[src/rtl/frame_windower_if.sv]
// Sample-buffer, coefficient-ROM and output-stream bundle
// for the frame windower.
interface frame_windower_if #(
    parameter int WIDTH      = 16,
    parameter int FRAME_SIZE = 306,
    parameter int COEF_WIDTH = 16
);
    localparam int AW = $clog2(FRAME_SIZE);

    logic                  buf_rd_en_o;
    logic [WIDTH-1:0]      buf_data_i;
    logic                  buf_valid_i;
    logic                  buf_idle_i;
    logic                  buf_start_move_o;
    logic [AW-1:0]         coef_addr_o;
    logic [COEF_WIDTH-1:0] coef_i;
    logic [WIDTH-1:0]      out_data_o;
    logic                  out_valid_o;
    logic                  out_ready_i;
    logic                  out_last_o;
    logic                  frame_done_o;

    modport master (
        output buf_rd_en_o,
        output buf_start_move_o,
        output coef_addr_o,
        output out_data_o,
        output out_valid_o,
        output out_last_o,
        output frame_done_o,
        input  buf_data_i,
        input  buf_valid_i,
        input  buf_idle_i,
        input  coef_i,
        input  out_ready_i
    );

    modport slave (
        input  buf_rd_en_o,
        input  buf_start_move_o,
        input  coef_addr_o,
        input  out_data_o,
        input  out_valid_o,
        input  out_last_o,
        input  frame_done_o,
        output buf_data_i,
        output buf_valid_i,
        output buf_idle_i,
        output coef_i,
        output out_ready_i
    );
endinterface

[src/rtl/frame_windower.sv]
// Reads one frame from the window buffer, multiplies each sample by
// its window coefficient, streams it out and then slides the buffer.
module frame_windower #(
    parameter int WIDTH      = 16,
    parameter int FRAME_SIZE = 306,
    parameter int COEF_WIDTH = 16
) (
    input  logic             clk,
    input  logic             rst_n,
    input  logic             enable_i,
    frame_windower_if.master bus
);
    localparam int AW = $clog2(FRAME_SIZE);
    localparam int IW = $clog2(FRAME_SIZE + 1);
    localparam int PW = WIDTH + COEF_WIDTH + 1;

    localparam logic [IW-1:0] LAST_IDX = IW'(FRAME_SIZE - 1);
    localparam logic [IW-1:0] FULL_IDX = IW'(FRAME_SIZE);

    localparam logic signed [PW-1:0] RND =
        PW'(1) << (COEF_WIDTH - 2);
    localparam logic signed [PW-1:0] SAT_MAX =
        {{(PW-WIDTH+1){1'b0}}, {(WIDTH-1){1'b1}}};
    localparam logic signed [PW-1:0] SAT_MIN =
        {{(PW-WIDTH+1){1'b1}}, {(WIDTH-1){1'b0}}};

    typedef enum logic [2:0] {
        IDLE,
        READ,
        DRAIN,
        WAIT_BUF,
        MOVE
    } state_t;

    state_t            r_state;
    logic [IW-1:0]     r_idx;
    logic              r_s1_valid;
    logic [WIDTH-1:0]  r_s1_data;
    logic              r_s1_last;
    logic [AW-1:0]     r_addr;
    logic              r_out_valid;
    logic [WIDTH-1:0]  r_out_data;
    logic              r_out_last;
    logic              r_move;
    logic              r_done;

    logic              w_advance;
    logic              w_rd_en;
    logic              w_consume;
    logic              w_accept;
    logic signed [PW-1:0] w_sample;
    logic signed [PW-1:0] w_coef;
    logic signed [PW-1:0] w_prod;
    logic signed [PW-1:0] w_shift;
    logic [WIDTH-1:0]  w_sat;

    assign w_advance = !r_out_valid || bus.out_ready_i;
    assign w_rd_en   = (r_state == READ) && w_advance &&
                       (r_idx < FULL_IDX);
    assign w_consume = w_rd_en && bus.buf_valid_i;
    assign w_accept  = r_out_valid && bus.out_ready_i;

    // coef_i belongs to r_addr, which moves together with stage 1
    assign w_sample = {{(PW-WIDTH){r_s1_data[WIDTH-1]}}, r_s1_data};
    assign w_coef   = {{(PW-COEF_WIDTH){1'b0}}, bus.coef_i};
    assign w_prod   = w_sample * w_coef;
    assign w_shift  = (w_prod + RND) >>> (COEF_WIDTH - 1);

    always_comb begin
        w_sat = w_shift[WIDTH-1:0];
        if (w_shift > SAT_MAX) begin
            w_sat = {1'b0, {(WIDTH-1){1'b1}}};
        end else if (w_shift < SAT_MIN) begin
            w_sat = {1'b1, {(WIDTH-1){1'b0}}};
        end
    end

    always_ff @(posedge clk) begin
        if (!rst_n) begin
            r_state     <= IDLE;
            r_idx       <= '0;
            r_s1_valid  <= 1'b0;
            r_s1_data   <= '0;
            r_s1_last   <= 1'b0;
            r_addr      <= '0;
            r_out_valid <= 1'b0;
            r_out_data  <= '0;
            r_out_last  <= 1'b0;
            r_move      <= 1'b0;
            r_done      <= 1'b0;
        end else begin
            r_move <= 1'b0;
            r_done <= w_accept && r_out_last;

            unique case (r_state)
                IDLE: begin
                    if (enable_i) begin
                        r_state <= READ;
                        r_idx   <= '0;
                    end
                end
                READ: begin
                    if (w_consume && r_idx == LAST_IDX) begin
                        r_state <= DRAIN;
                    end
                end
                DRAIN: begin
                    if (w_accept && r_out_last && !r_s1_valid) begin
                        r_state <= WAIT_BUF;
                    end
                end
                WAIT_BUF: begin
                    if (bus.buf_idle_i) begin
                        if (enable_i) begin
                            r_state <= MOVE;
                            r_move  <= 1'b1;
                        end else begin
                            r_state <= IDLE;
                        end
                    end
                end
                MOVE: begin
                    r_state <= READ;
                    r_idx   <= '0;
                end
                default: r_state <= IDLE;
            endcase

            if (w_consume) begin
                r_idx <= r_idx + IW'(1);
            end

            if (w_advance) begin
                r_s1_valid <= w_consume;
                if (w_consume) begin
                    r_s1_data <= bus.buf_data_i;
                    r_s1_last <= (r_idx == LAST_IDX);
                    r_addr    <= AW'(r_idx);
                end
                r_out_valid <= r_s1_valid;
                if (r_s1_valid) begin
                    r_out_data <= w_sat;
                    r_out_last <= r_s1_last;
                end
            end
        end
    end

    assign bus.buf_rd_en_o      = w_rd_en;
    assign bus.buf_start_move_o = r_move;
    assign bus.coef_addr_o      = r_addr;
    assign bus.out_data_o       = r_out_data;
    assign bus.out_valid_o      = r_out_valid;
    assign bus.out_last_o       = r_out_last;
    assign bus.frame_done_o     = r_done;
endmodule

[src/flat_wrapper.sv]
// flat-port wrapper written by rule: the top's interface ports become plain ports
module frame_windower_flat 
#(
    parameter int WIDTH      = 16,
    parameter int FRAME_SIZE = 306,
    parameter int COEF_WIDTH = 16
)
  (clk, rst_n, enable_i, bus_buf_rd_en_o, bus_buf_start_move_o, bus_coef_addr_o, bus_out_data_o, bus_out_valid_o, bus_out_last_o, bus_frame_done_o, bus_buf_data_i, bus_buf_valid_i, bus_buf_idle_i, bus_coef_i, bus_out_ready_i);
  frame_windower_if #(.WIDTH(WIDTH), .FRAME_SIZE(FRAME_SIZE), .COEF_WIDTH(COEF_WIDTH)) bus_i ();
  input  logic clk;
  input  logic rst_n;
  input  logic enable_i;
  output wire logic [$bits(bus_i.buf_rd_en_o)-1:0] bus_buf_rd_en_o;
  output wire logic [$bits(bus_i.buf_start_move_o)-1:0] bus_buf_start_move_o;
  output wire logic [$bits(bus_i.coef_addr_o)-1:0] bus_coef_addr_o;
  output wire logic [$bits(bus_i.out_data_o)-1:0] bus_out_data_o;
  output wire logic [$bits(bus_i.out_valid_o)-1:0] bus_out_valid_o;
  output wire logic [$bits(bus_i.out_last_o)-1:0] bus_out_last_o;
  output wire logic [$bits(bus_i.frame_done_o)-1:0] bus_frame_done_o;
  input wire logic [$bits(bus_i.buf_data_i)-1:0] bus_buf_data_i;
  input wire logic [$bits(bus_i.buf_valid_i)-1:0] bus_buf_valid_i;
  input wire logic [$bits(bus_i.buf_idle_i)-1:0] bus_buf_idle_i;
  input wire logic [$bits(bus_i.coef_i)-1:0] bus_coef_i;
  input wire logic [$bits(bus_i.out_ready_i)-1:0] bus_out_ready_i;
  assign bus_buf_rd_en_o = bus_i.buf_rd_en_o;
  assign bus_buf_start_move_o = bus_i.buf_start_move_o;
  assign bus_coef_addr_o = bus_i.coef_addr_o;
  assign bus_out_data_o = bus_i.out_data_o;
  assign bus_out_valid_o = bus_i.out_valid_o;
  assign bus_out_last_o = bus_i.out_last_o;
  assign bus_frame_done_o = bus_i.frame_done_o;
  assign bus_i.buf_data_i = bus_buf_data_i;
  assign bus_i.buf_valid_i = bus_buf_valid_i;
  assign bus_i.buf_idle_i = bus_buf_idle_i;
  assign bus_i.coef_i = bus_coef_i;
  assign bus_i.out_ready_i = bus_out_ready_i;
  frame_windower #(.WIDTH(WIDTH), .FRAME_SIZE(FRAME_SIZE), .COEF_WIDTH(COEF_WIDTH)) u_core (.clk(clk), .rst_n(rst_n), .enable_i(enable_i), .bus(bus_i));
endmodule
[config.mk]
export PLATFORM = sky130hd
export DESIGN_NAME = frame_windower_flat
export DESIGN_NICKNAME = d
export VERILOG_FILES = /design/src/rtl/frame_windower_if.sv /design/src/rtl/frame_windower.sv /design/src/flat_wrapper.sv
export SDC_FILE = /design/constraint.sdc
export NUM_CORES = 1
export LEC_CHECK = 0
export ABC_AREA = 1
export CAP_MARGIN = 20
export CORE_MARGIN = 1
export CORE_UTILIZATION = 55
export CTS_BUF_LIST = sky130_fd_sc_hd__clkbuf_4 sky130_fd_sc_hd__clkbuf_8
export DETAILED_ROUTE_END_ITERATION = 8
export GPL_ROUTABILITY_DRIVEN = 0
export PLACE_DENSITY = 0.73
export SETUP_SLACK_MARGIN = 0.1
export SLEW_MARGIN = 5
export SYNTH_ARGS = -nofsm -noshare
export SYNTH_HDL_FRONTEND = slang
export SYNTH_SLANG_ARGS = --single-unit
[constraint.sdc]
create_clock -name clk -period 6.8 [get_ports clk]
set_input_delay 1.36 -clock clk [delete_from_list [all_inputs] [get_ports clk]]
set_output_delay 1.36 -clock clk [all_outputs]
set_load 0.005 [all_outputs]
==> flow_metrics.tcl, run 1 <==
set metrics [dict create \
    placement_rows 52 \
    worst_ir_drop_vdd_mv 0.193 \
    core_mm2 0.0204 \
    timing.critical_path.to_type "register" \
    drv_cap 0 \
    yosysUniqueCellTypes 38 \
    antenna_cells_inserted 0 \
    cts_root_buf "clkbuf_8" \
    min_period_over_period_pct 96.3 \
    yosysWarningCount 0 \
    synth.top_cell.area_share_pct 33.6 \
    crit_required_ns 7.04 \
    mappedNetlistNets 1927 \
    dp_hpwl_um 24300 \
    start_util_pct 56.6 \
    yosys_register_bits 59 \
    timing_max_transition_violations_final 0 \
    timing_worst_slew_pin_value_ns 1.04 \
    worst_ep_arrival_ns 6.79 \
    timing.hold.worst.class "register to register" \
    drt_pass1_iterations 5 \
    total_routed_length_um 30200 \
    remaining_drc_errors 0 \
    die_width_um 147 \
    boundaryPins 68 \
    netlist_top_cells_area "fa_1 34%, nand2_1 14%, inv_1 13%, ha_1 13%, dfxtp_1 10%" \
    drive_above_1_share_pct 16.8 \
    status "completed" \
    clk-insertion-delay-late_ns 0.36 \
    cts_max_path_buffers 2 \
    post_synth.cell_area_avg_um2 7.34 \
    synth_top_cell_by_area "fa_1" \
    clock_tree_from_tritoncts "done" \
    wire_per_inst_um 15.1 \
    grt_pass1_wl_um 50700 \
    timing.setup.critical_path_class "primary input to register" \
    power.switching_mw 1.58 \
    route.vias.total 10300 \
    internal_power_mw 1.68 \
    violation_count_after_the_first_detailed_route_iteration 524 \
    synth.cell_area_mm2 0.0116 \
    seq_area_frac_synth_pct 10.2 \
    numClockSinks 59 \
    buffer_ports.inserted 67 \
    total_track_usage_pct 29.5 \
    switching_share_pct 48.6 \
    nets 2079 \
    gr-total-overflow 0 \
    holdBufCountCts 0 \
    timing.slew.headroom_pct 30.3 \
    cellPowerDensity_mw_per_mm2 231 \
    clock_buffer_count_from_cts 9 \
    htree_levels 3 \
    unrepaired_setup_endpoints_after_global_routing "yes" \
    finalCriticalPeriod_ns 6.55 \
    timing.fmax_mhz 153 \
    synthCells 1576 \
    critPathLaunchType "primary input" \
    static-leakage-power_nw 7.89 \
    clock_skew_ns 0.0155 \
    drt.antenna.violating_nets 0 \
    layout.cells.most_common_list "404 x nand2_1, 390 x inv_1, 184 x fa_1, 127 x buf_4, 107 x ha_1" \
    p_total_mw 3.26 \
    avgViaCountPerCell 5.14 \
    first_global_vias 10800 \
    grt_antenna_before_repair 0 \
    clkSlewWorstSetupHoldPaths_ns 0.08 \
    number_of_endpoints_failing_setup_at_the_final_stage 0 \
    dieArea_mm2 0.0216 \
    die-height_um 147 \
    power.share.sequential_pct 14.0 \
    clock_group_share_of_total_power_pct 11.3 \
    timing_hold_violations_final 0 \
    power_frac_comb_pct 74.7 \
    hold_slack_ns 0.470 \
    critPathMaxFanout 7 \
    grt_max_degree 33 \
    area.growth.synth_to_final_pct 22.3 \
    layout.cells.most_common "nand2_1" \
]
-- logic make-up (layout without fill, tap and decap cells) --
logic type,count (synthesis),count (layout),synth area share (%)
and+or+nand+nor,557,558,19.2
buffers and inverters,480,636,15.8
adders and majority gates,313,313,46.5
AOI/OAI and AO/OA,153,153,7.27
DFF,59,59,10.2
xor gates and xnor gates,14,14,1.06
-- registers in the layout, summed over array words and instances (netlist names) --
signal / count
u_core.bus.out_data_o: 16
u_core.bus.frame_done_o: 1
u_core.r_s1_valid: 1
u_core.r_s1_data: 16
u_core.bus.coef_addr_o: 9
u_core.r_state: 3
u_core.r_s1_last: 1
u_core.bus.buf_start_move_o: 1
u_core.r_idx: 9
u_core.bus.out_last_o: 1
u_core.bus.out_valid_o: 1
-- critical path, cell delays in order --
cell and delay (ns):
dlygate4sd2_1 0.24, buf_6 0.14, nand2_1 0.08, inv_2 0.05, fa_1 0.55, inv_2 0.05, fa_2 0.55, fa_2 0.44
fa_1 0.52, inv_2 0.05, fa_1 0.53, inv_1 0.05, fa_1 0.49, inv_2 0.05, ha_4 0.25, nand2_1 0.07
nand2_1 0.06, o21bai_4 0.19, a21oi_4 0.12, nand2_2 0.08, nand3b_1 0.14, nand2_1 0.09, nand2_1 0.08, nand2_2 0.08
a21oi_4 0.17, buf_6 0.13, buf_16 0.12, a21oi_4 0.05
-- through the flow --
step	setup slack, ns	area [µm²]	setup TNS [ns]	std cells	utilization [%]
6_report	0.251	14100	0	2003	69.2
5_1_grt	0.0532	14100	0	2003	69.2
4_1_cts	0.131	14000	0	1996	68.4
3_5_place_dp	-0.593	13300	-9.32	1965	64.9
3_3_place_gp	-0.519	13300	-8.26	1965	64.9
2_1_floorplan	0.103	11600	0	1576	-
-- power by group through the flow --
stage	Clock, mW	Sequential, mW	Combinational, mW
floorplan	0	0.417	1.29
global placement	0	0.460	1.98
detailed placement	0	0.459	2.02
CTS	0.373	0.452	2.34
global route	0.387	0.461	2.70
finish	0.368	0.456	2.44
-- area by class of cell --
cell class / count / area (µm²)
Clock buffer: 9 / 124
Clock inverter: 7 / 98.8
Tap cell: 270 / 338
Fill cell: 1686 / 6290
Timing Repair Buffer: 211 / 1830
Multi-Input combinational cell: 1038 / 9030
Sequential cell: 59 / 1180
Inverter: 409 / 1540
-- timing repair --
| action | CTS | global route |
|---|---|---|
| gates resized for setup | 102 | 72 |
| setup endpoints to repair | 16 | 16 |
| pin swaps | 79 | 40 |
| buffers inserted | 12 | 8 |
| cloned | 3 | 1 |
-- final timing paths --
path	from	to	slack, ns	depth (start not counted)
worst max register to register	u_core.r_s1_data[3]	u_core.bus.out_data_o[11]	0.72	23
worst min register to register	u_core.r_s1_last	u_core.r_s1_last	0.47	2
worst max-delay path	bus_coef_i[5]	u_core.bus.out_data_o[11]	0.25	28
worst min-delay path	u_core.r_s1_last	u_core.r_s1_last	0.47	2
-- routing by layer --
layer	wire length (µm)	GRT usage (%)	vias up
met3	1860	3.82	75
met4	958	10.5	0
met5	0	0	-
met2	15500	52.7	314
met1	11900	36.5	4982
li1	-	-	4923
-- synthesized netlist by cell type --
cell / number
o21bai_1: 6
a21oi_4: 1
buf_4: 1
o22ai_1: 1
nand2_2: 4
nor2_2: 2
inv_1: 409
xnor2_1: 7
a21boi_0: 1
buf_1: 1
a21oi_1: 87
nand2_4: 1
xor2_1: 7
nand3b_1: 2
nand3_1: 34
ha_1: 119
buf_2: 3
clkbuf_1: 62
nand4_1: 4
nor3_1: 12
nand3_2: 2
o211ai_1: 3
o211a_1: 1
a21oi_2: 1
a221oi_1: 1
nor2_1: 70
fa_1: 194
dfxtp_1: 59
o21ai_0: 40
or2_2: 7
clkbuf_2: 2
buf_6: 2
o21ai_1: 1
o21a_1: 4
nand2_1: 419
a21boi_1: 1
a211oi_1: 4
a21o_1: 1
(Power assumes the default switching activity.)
==> run 2, diff against run 1 <==
--- a/config.mk
+++ b/config.mk
@@ -7,6 +7,7 @@
 export LEC_CHECK = 0
 export ABC_AREA = 1
 export CAP_MARGIN = 20
+export CORE_ASPECT_RATIO = 1.4
 export CORE_MARGIN = 1
 export CORE_UTILIZATION = 55
 export CTS_BUF_LIST = sky130_fd_sc_hd__clkbuf_4 sky130_fd_sc_hd__clkbuf_8
==> run 2 against run 1 <==
Compared with the run above: clock-buffer cell count did not move; routed wire length rose by 4.7%; cell count fell by 0.75%; sequential share of layout area barely moved; global-route usage rose by 0.67 points; critical path depth fell by 2; clock power fell by 11%; critical path type unchanged; largest power group unchanged; highest routed layer unchanged.
==> flow_metrics.tcl, run 2 (synthesis gave the netlist of run 1 again) <==
set metrics [dict create \
    drv_cap 0 \
    layout.cells.most_common_list "393 x nand2_1, 384 x inv_1, 178 x fa_1, 121 x buf_4, 106 x ha_1" \
    worst_r2r_path_depth 23 \
    grt_pass1_wl_um 51900 \
    timing_hold_violations_final 0 \
    timing.slew.headroom_pct 31.7 \
    dpl_worst_slack_ns -0.550 \
    core_mm2 0.0206 \
    holdBufCountCts 0 \
    timing.setup.critical_path_class "primary input to register" \
    violation_count_after_the_first_detailed_route_iteration 559 \
    die-height_um 174 \
    timing.critical_path.to_type "register" \
    dp_hpwl_um 24700 \
    unrepaired_setup_endpoints_after_global_routing "no" \
    dieArea_mm2 0.0216 \
    internal_power_mw 1.66 \
    area.growth.synth_to_final_pct 22.6 \
    power_frac_comb_pct 75.9 \
    setup.reg_to_reg.worst_slack_ns 0.57 \
    grt_antenna_before_repair 0 \
    drt.antenna.violating_nets 0 \
    reg2reg_to "u_core.bus.out_data_o[8]" \
    gr-total-overflow 0 \
    clock_group_share_of_total_power_pct 10.0 \
    cellPowerDensity_mw_per_mm2 231 \
    power.share.sequential_pct 14.0 \
    total_track_usage_pct 30.1 \
    crit_required_ns 7.04 \
    clkSlewWorstSetupHoldPaths_ns 0.08 \
    drt_pass1_iterations 5 \
    grt_max_degree 33 \
    clock_tree_from_tritoncts "done" \
    critPathLaunchType "primary input" \
    switching_share_pct 49.2 \
    rr_startpoint "u_core.r_s1_data[9]" \
    hold_slack_ns 0.472 \
    critPathMaxFanout 11 \
    route.vias.total 10500 \
    boundaryPins 68 \
    power.switching_mw 1.61 \
    htree_levels 3 \
    worst_ir_drop_vdd_mv 0.232 \
    timing_worst_slew_pin_value_ns 1.02 \
    timing_max_transition_violations_final 0 \
    antenna_cells_inserted 0 \
    avgViaCountPerCell 5.27 \
    timing.hold.worst.class "register to register" \
    nets 2078 \
    hold_path.startpoint "u_core.r_s1_data[14]" \
    layout_setup_ws_ns 0.169 \
    first_global_vias 10800 \
    cell_depth_of_the_worst_min_delay_path 2 \
    status "completed" \
    wire_per_inst_um 15.9 \
    timing.fmax_mhz 151 \
    dp_cells 1940 \
    number_of_endpoints_failing_setup_at_the_final_stage 0 \
    finish.cell_count_without_fillers 1988 \
    start_util_pct 56.2 \
    remaining_drc_errors 0 \
    numClockSinks 59 \
    clock_buffer_count_from_cts 9 \
    total_routed_length_um 31600 \
    filler_cell_count 1634 \
    holdPathEnd "u_core.r_s1_data[14]" \
    finalCriticalPeriod_ns 6.63 \
    placement_rows 62 \
    static-leakage-power_nw 7.92 \
    clk-insertion-delay-late_ns 0.35 \
    p_total_mw 3.28 \
    cts_max_path_buffers 2 \
    layout.area.seq_mm2 0.00118 \
    min_period_over_period_pct 97.5 \
    drive_above_1_share_pct 18.0 \
    setup_tns_ns 0 \
    cts_root_buf "clkbuf_8" \
    clock_skew_ns 0.0138 \
    die_width_um 125 \
    layout.cells.most_common "nand2_1" \
    worst_ep_arrival_ns 6.87 \
    area_of_the_multi_input_gates_mm2 0.00910 \
    buffer_ports.inserted 67 \
]
[run 2: cell count changes in the layout (fill, tap and decap cells not counted), sizes merged]
cell | before | now
clkinvlp | 1 | 2
clkbuf | 22 | 18
bufbuf | 0 | 1
dlymetal6s2s | 1 | 0
bufinv | 2 | 1
dlygate4sd2 | 1 | 4
[run 2: worst max path at each step]
stage	startpoint	to	slack [ns]	cells past startpoint
3_3_place_gp	bus_coef_i[4]	u_core.bus.out_data_o[13]	-0.49	28
6_report	bus_coef_i[14]	u_core.bus.out_data_o[8]	0.17	26
5_1_grt	bus_coef_i[14]	u_core.bus.out_data_o[8]	0.001	24
2_1_floorplan	bus_coef_i[2]	u_core.bus.out_data_o[10]	0.10	25
4_1_cts	bus_coef_i[5]	u_core.bus.out_data_o[10]	0.11	27
3_5_place_dp	bus_coef_i[4]	u_core.bus.out_data_o[12]	-0.55	29
[run 2: power by group through the flow]
stage / Sequential, mW / Clock (mW) / Combinational [mW]
detailed placement: 0.461 / 0 / 1.98
floorplan: 0.417 / 0 / 1.29
finish: 0.459 / 0.329 / 2.49
CTS: 0.455 / 0.334 / 2.29
global placement: 0.461 / 0 / 1.95
global route: 0.464 / 0.347 / 2.74
[run 2: metal layers]
metal / GRT usage [%] / vias up / wire (µm)
li1: - / 4920 / -
met1: 35.7 / 5041 / 11800
met2: 53.5 / 389 / 16100
met3: 3.02 / 118 / 1750
met4: 16.2 / 0 / 1980
met5: 0 / - / 0
[run 2: what timing repair did]
| action | in CTS | in global routing |
|---|---|---|
| hold endpoints to repair | 0 | 0 |
| gates cloned | 5 | 1 |
| gates resized for setup | 102 | 116 |
| endpoints found under the setup margin | 16 | 16 |
| setup buffers | 20 | 8 |
| pin swaps | 75 | 79 |
[run 2: metrics by stage]
step	util [%]	cell area (µm²)
after detailed placement	63.9	13100
after global placement	63.9	13100
after global routing	68.9	14200
final	68.9	14200
after floorplan	-	11600
after CTS	67.6	13900
[run 2: worst max-delay path, cell delays in order]
cell and delay [ns]:
clkdlybuf4s15_1 0.27, buf_4 0.18, buf_4 0.19, nand2_1 0.09, fa_1 0.53, inv_1 0.04, ha_1 0.30, fa_1 0.57
fa_2 0.47, fa_1 0.52, inv_1 0.05, fa_1 0.48, inv_1 0.06, ha_4 0.30, nand2_1 0.09, nor2_2 0.20
inv_1 0.13, nor3_4 0.24, nand2_2 0.11, nand2_2 0.09, buf_4 0.11, nand2_1 0.07, nand3_4 0.14, nand2_8 0.09
nand2_1 0.12, a21oi_2 0.06
[run 2: area by class of cell]
cell class | instances | area share, %
inverter | 409 | 10.9
multi-input combinational | 1038 | 64.2
clock inverter | 7 | 0.539
tap | 256 | 2.26
sequential | 59 | 8.33
timing repair buffer | 210 | 12.9
clock buffer | 9 | 0.874
==> run 3, diff against run 2 <==
--- a/config.mk
+++ b/config.mk
@@ -13,6 +13,7 @@
 export CTS_BUF_LIST = sky130_fd_sc_hd__clkbuf_4 sky130_fd_sc_hd__clkbuf_8
 export DETAILED_ROUTE_END_ITERATION = 8
 export GPL_ROUTABILITY_DRIVEN = 0
+export HOLD_SLACK_MARGIN = 0.02
 export PLACE_DENSITY = 0.73
 export SETUP_SLACK_MARGIN = 0.1
 export SLEW_MARGIN = 5
==> constraint.sdc (replaced) <==
create_clock -name clk -period 5.5 [get_ports clk]
set_input_delay 1.1 -clock clk [delete_from_list [all_inputs] [get_ports clk]]
set_output_delay 1.1 -clock clk [all_outputs]
set_load 0.005 [all_outputs]
==> run 3 against run 2 <==
Compared with the run above: the flow now finishes with violations (setup timing); non-clock buffer count is 57 higher; worst hold slack better by 0.0054 ns; clock power is 20% higher; global-route usage is 2.0 points higher; worst setup slack worse by 0.86 ns; routed wire length is 7.1% higher; first-iteration DRC count is 2.3% lower; critical path depth stayed put; flip-flop and latch count stayed put; sequential share of layout area is 0.50 points lower; core utilization is 4.4 points higher; clock-buffer cell count stayed put; largest cell class unchanged.
==> flow_metrics.tcl, run 3 (synthesis gave the netlist of run 1 again) <==
set metrics [dict create \
    status "complete, but fails checks" \
    violations "setup timing" \
    htree_levels 3 \
    remaining_drc_errors 0 \
    holdBufCountCts 0 \
    timing.slew.headroom_pct 37.0 \
    static-leakage-power_nw 8.32 \
    endpoint "u_core.bus.out_data_o[10]" \
    switching_share_pct 49.6 \
    total_track_usage_pct 32.2 \
    clock_group_share_of_total_power_pct 9.1 \
    worst_ep_arrival_ns 6.42 \
    grt_antenna_before_repair 1 \
    grt_pass1_wl_um 55100 \
    dieArea_mm2 0.0216 \
    start_util_pct 56.2 \
    reg2reg_to "u_core.bus.out_data_o[10]" \
    clkSlewWorstSetupHoldPaths_ns 0.08 \
    grt_max_degree 33 \
    cts_root_buf "clkbuf_8" \
    drt_pass1_iterations 5 \
    violation_count_after_the_first_detailed_route_iteration 546 \
    clock_tree_from_tritoncts "done" \
    layout.cells.most_common "nand2_1" \
    placement_rows 62 \
    area.growth.synth_to_final_pct 30.4 \
    gr-total-overflow 0 \
    worst_r2r_path_depth 27 \
    crit_required_ns 5.73 \
    cts_max_path_buffers 2 \
    drt.antenna.violating_nets 0 \
    numClockSinks 59 \
    antenna_cells_inserted 0 \
    timing.fmax_mhz 162 \
    number_of_endpoints_failing_setup_at_the_final_stage 16 \
    buffer_ports.inserted 67 \
    power_frac_comb_pct 78.1 \
    cellPowerDensity_mw_per_mm2 288 \
    avgViaCountPerCell 5.27 \
    timing_hold_violations_final 0 \
    layout.cells.most_common_list "370 x nand2_1, 369 x inv_1, 180 x fa_1, 163 x buf_4, 102 x ha_1" \
    clock_buffer_count_from_cts 9 \
    unrepaired_setup_endpoints_after_global_routing "yes" \
    total_routed_length_um 33900 \
    rr_startpoint "u_core.r_s1_data[4]" \
    power.share.sequential_pct 12.8 \
    boundaryPins 68 \
    setup.reg_to_reg.worst_slack_ns -0.51 \
    power.switching_mw 2.15 \
    finalCriticalPeriod_ns 6.19 \
    core_mm2 0.0206 \
    clk-insertion-delay-late_ns 0.38 \
    die_width_um 125 \
    timing_max_transition_violations_final 0 \
    crit_start "bus_coef_i[0]" \
    min_period_over_period_pct 113 \
    timing.critical_path.to_type "register" \
    setup_tns_ns -10.47 \
    clock_skew_ns 0.0317 \
    dp_hpwl_um 25300 \
    timing.hold.worst.class "register to register" \
    dp_cells 1966 \
    drv_cap 0 \
    layout_setup_ws_ns -0.688 \
    critPathMaxFanout 8 \
    nets 2135 \
    route.vias.total 10800 \
    drive_above_1_share_pct 23.6 \
    dpl_worst_slack_ns -1.40 \
    first_global_vias 11500 \
    die-height_um 174 \
    timing.setup.critical_path_class "primary input to register" \
    internal_power_mw 2.18 \
    timing_worst_slew_pin_value_ns 0.941 \
    critPathLaunchType "primary input" \
    worst_ir_drop_vdd_mv 0.305 \
    finish.cell_count_without_fillers 2045 \
    wire_per_inst_um 16.6 \
]
run 3: cell type report:
type                       instances  area (µm²)
clock buffer                       9         124
clock inverter                     7        57.6
fill                            1475        5490
inverter                         409        1540
multi-input combinational       1038        9280
sequential                        59        1180
tap                              256         320
timing repair buffer             267        2570
run 3: repair_timing:
item                       in CTS  in global routing
gates cloned                    7                  1
setup endpoints to repair      16                 16
buffers inserted               52                  4
gates resized for setup       196                 57
pin swaps                     122                 50
run 3: per-stage QoR:
stage	total power [mW]	utilization (%)	area (µm²)	hold WS (ns)
after global placement	3.30	66.7	13700	0.457
after floorplan	2.39	-	12000	0.446
after CTS	4.17	72.4	14900	0.481
after global routing	4.68	73.3	15100	0.508
after detailed placement	3.35	66.7	13700	0.465
final	4.34	73.3	15100	0.478
run 3: how the worst min path moves through the flow:
stage / slack (ns) / start / to / depth (start not counted)
2_1_floorplan: 0.45 / u_core.r_s1_last / u_core.r_s1_last / 2
3_3_place_gp: 0.46 / u_core.bus.coef_addr_o[6] / u_core.bus.coef_addr_o[6] / 2
3_5_place_dp: 0.46 / u_core.bus.coef_addr_o[8] / u_core.bus.coef_addr_o[8] / 2
4_1_cts: 0.48 / u_core.bus.coef_addr_o[8] / u_core.bus.coef_addr_o[8] / 2
5_1_grt: 0.51 / u_core.bus.coef_addr_o[8] / u_core.bus.coef_addr_o[8] / 2
6_report: 0.48 / u_core.bus.coef_addr_o[8] / u_core.bus.coef_addr_o[8] / 2
run 3: layer usage:
layer  GRT usage [%]  routed length [µm]  up-vias
li1                -                   -     5039
met1            37.6               12500     5133
met2            56.4               16900      449
met3            3.36                1990      157
met4            19.8                2410        2
met5               0                   8        -
run 3: power groups by stage:
stage	Sequential (mW)	Combinational, mW	Clock, mW
finish	0.554	3.39	0.394
global route	0.557	3.71	0.410
CTS	0.548	3.23	0.393
detailed placement	0.555	2.79	0
global placement	0.555	2.74	0
floorplan	0.515	1.87	0
run 3: critical path: stages:
cell and delay (ns):
clkdlybuf4s15_2 0.22, or2_4 0.26, fa_1 0.52, fa_1 0.51, inv_1 0.05, fa_1 0.46
fa_1 0.51, fa_1 0.51, inv_1 0.06, fa_1 0.50, inv_2 0.05, ha_4 0.28
nand2_4 0.06, nor2_4 0.13, inv_2 0.05, nor3_2 0.10, o21ai_1 0.10, nand2_2 0.10
nand3b_1 0.16, nand2_1 0.12, buf_4 0.12, nand2_2 0.06, nand2_4 0.11, nand2_4 0.10
nand2_2 0.09, a21oi_2 0.06
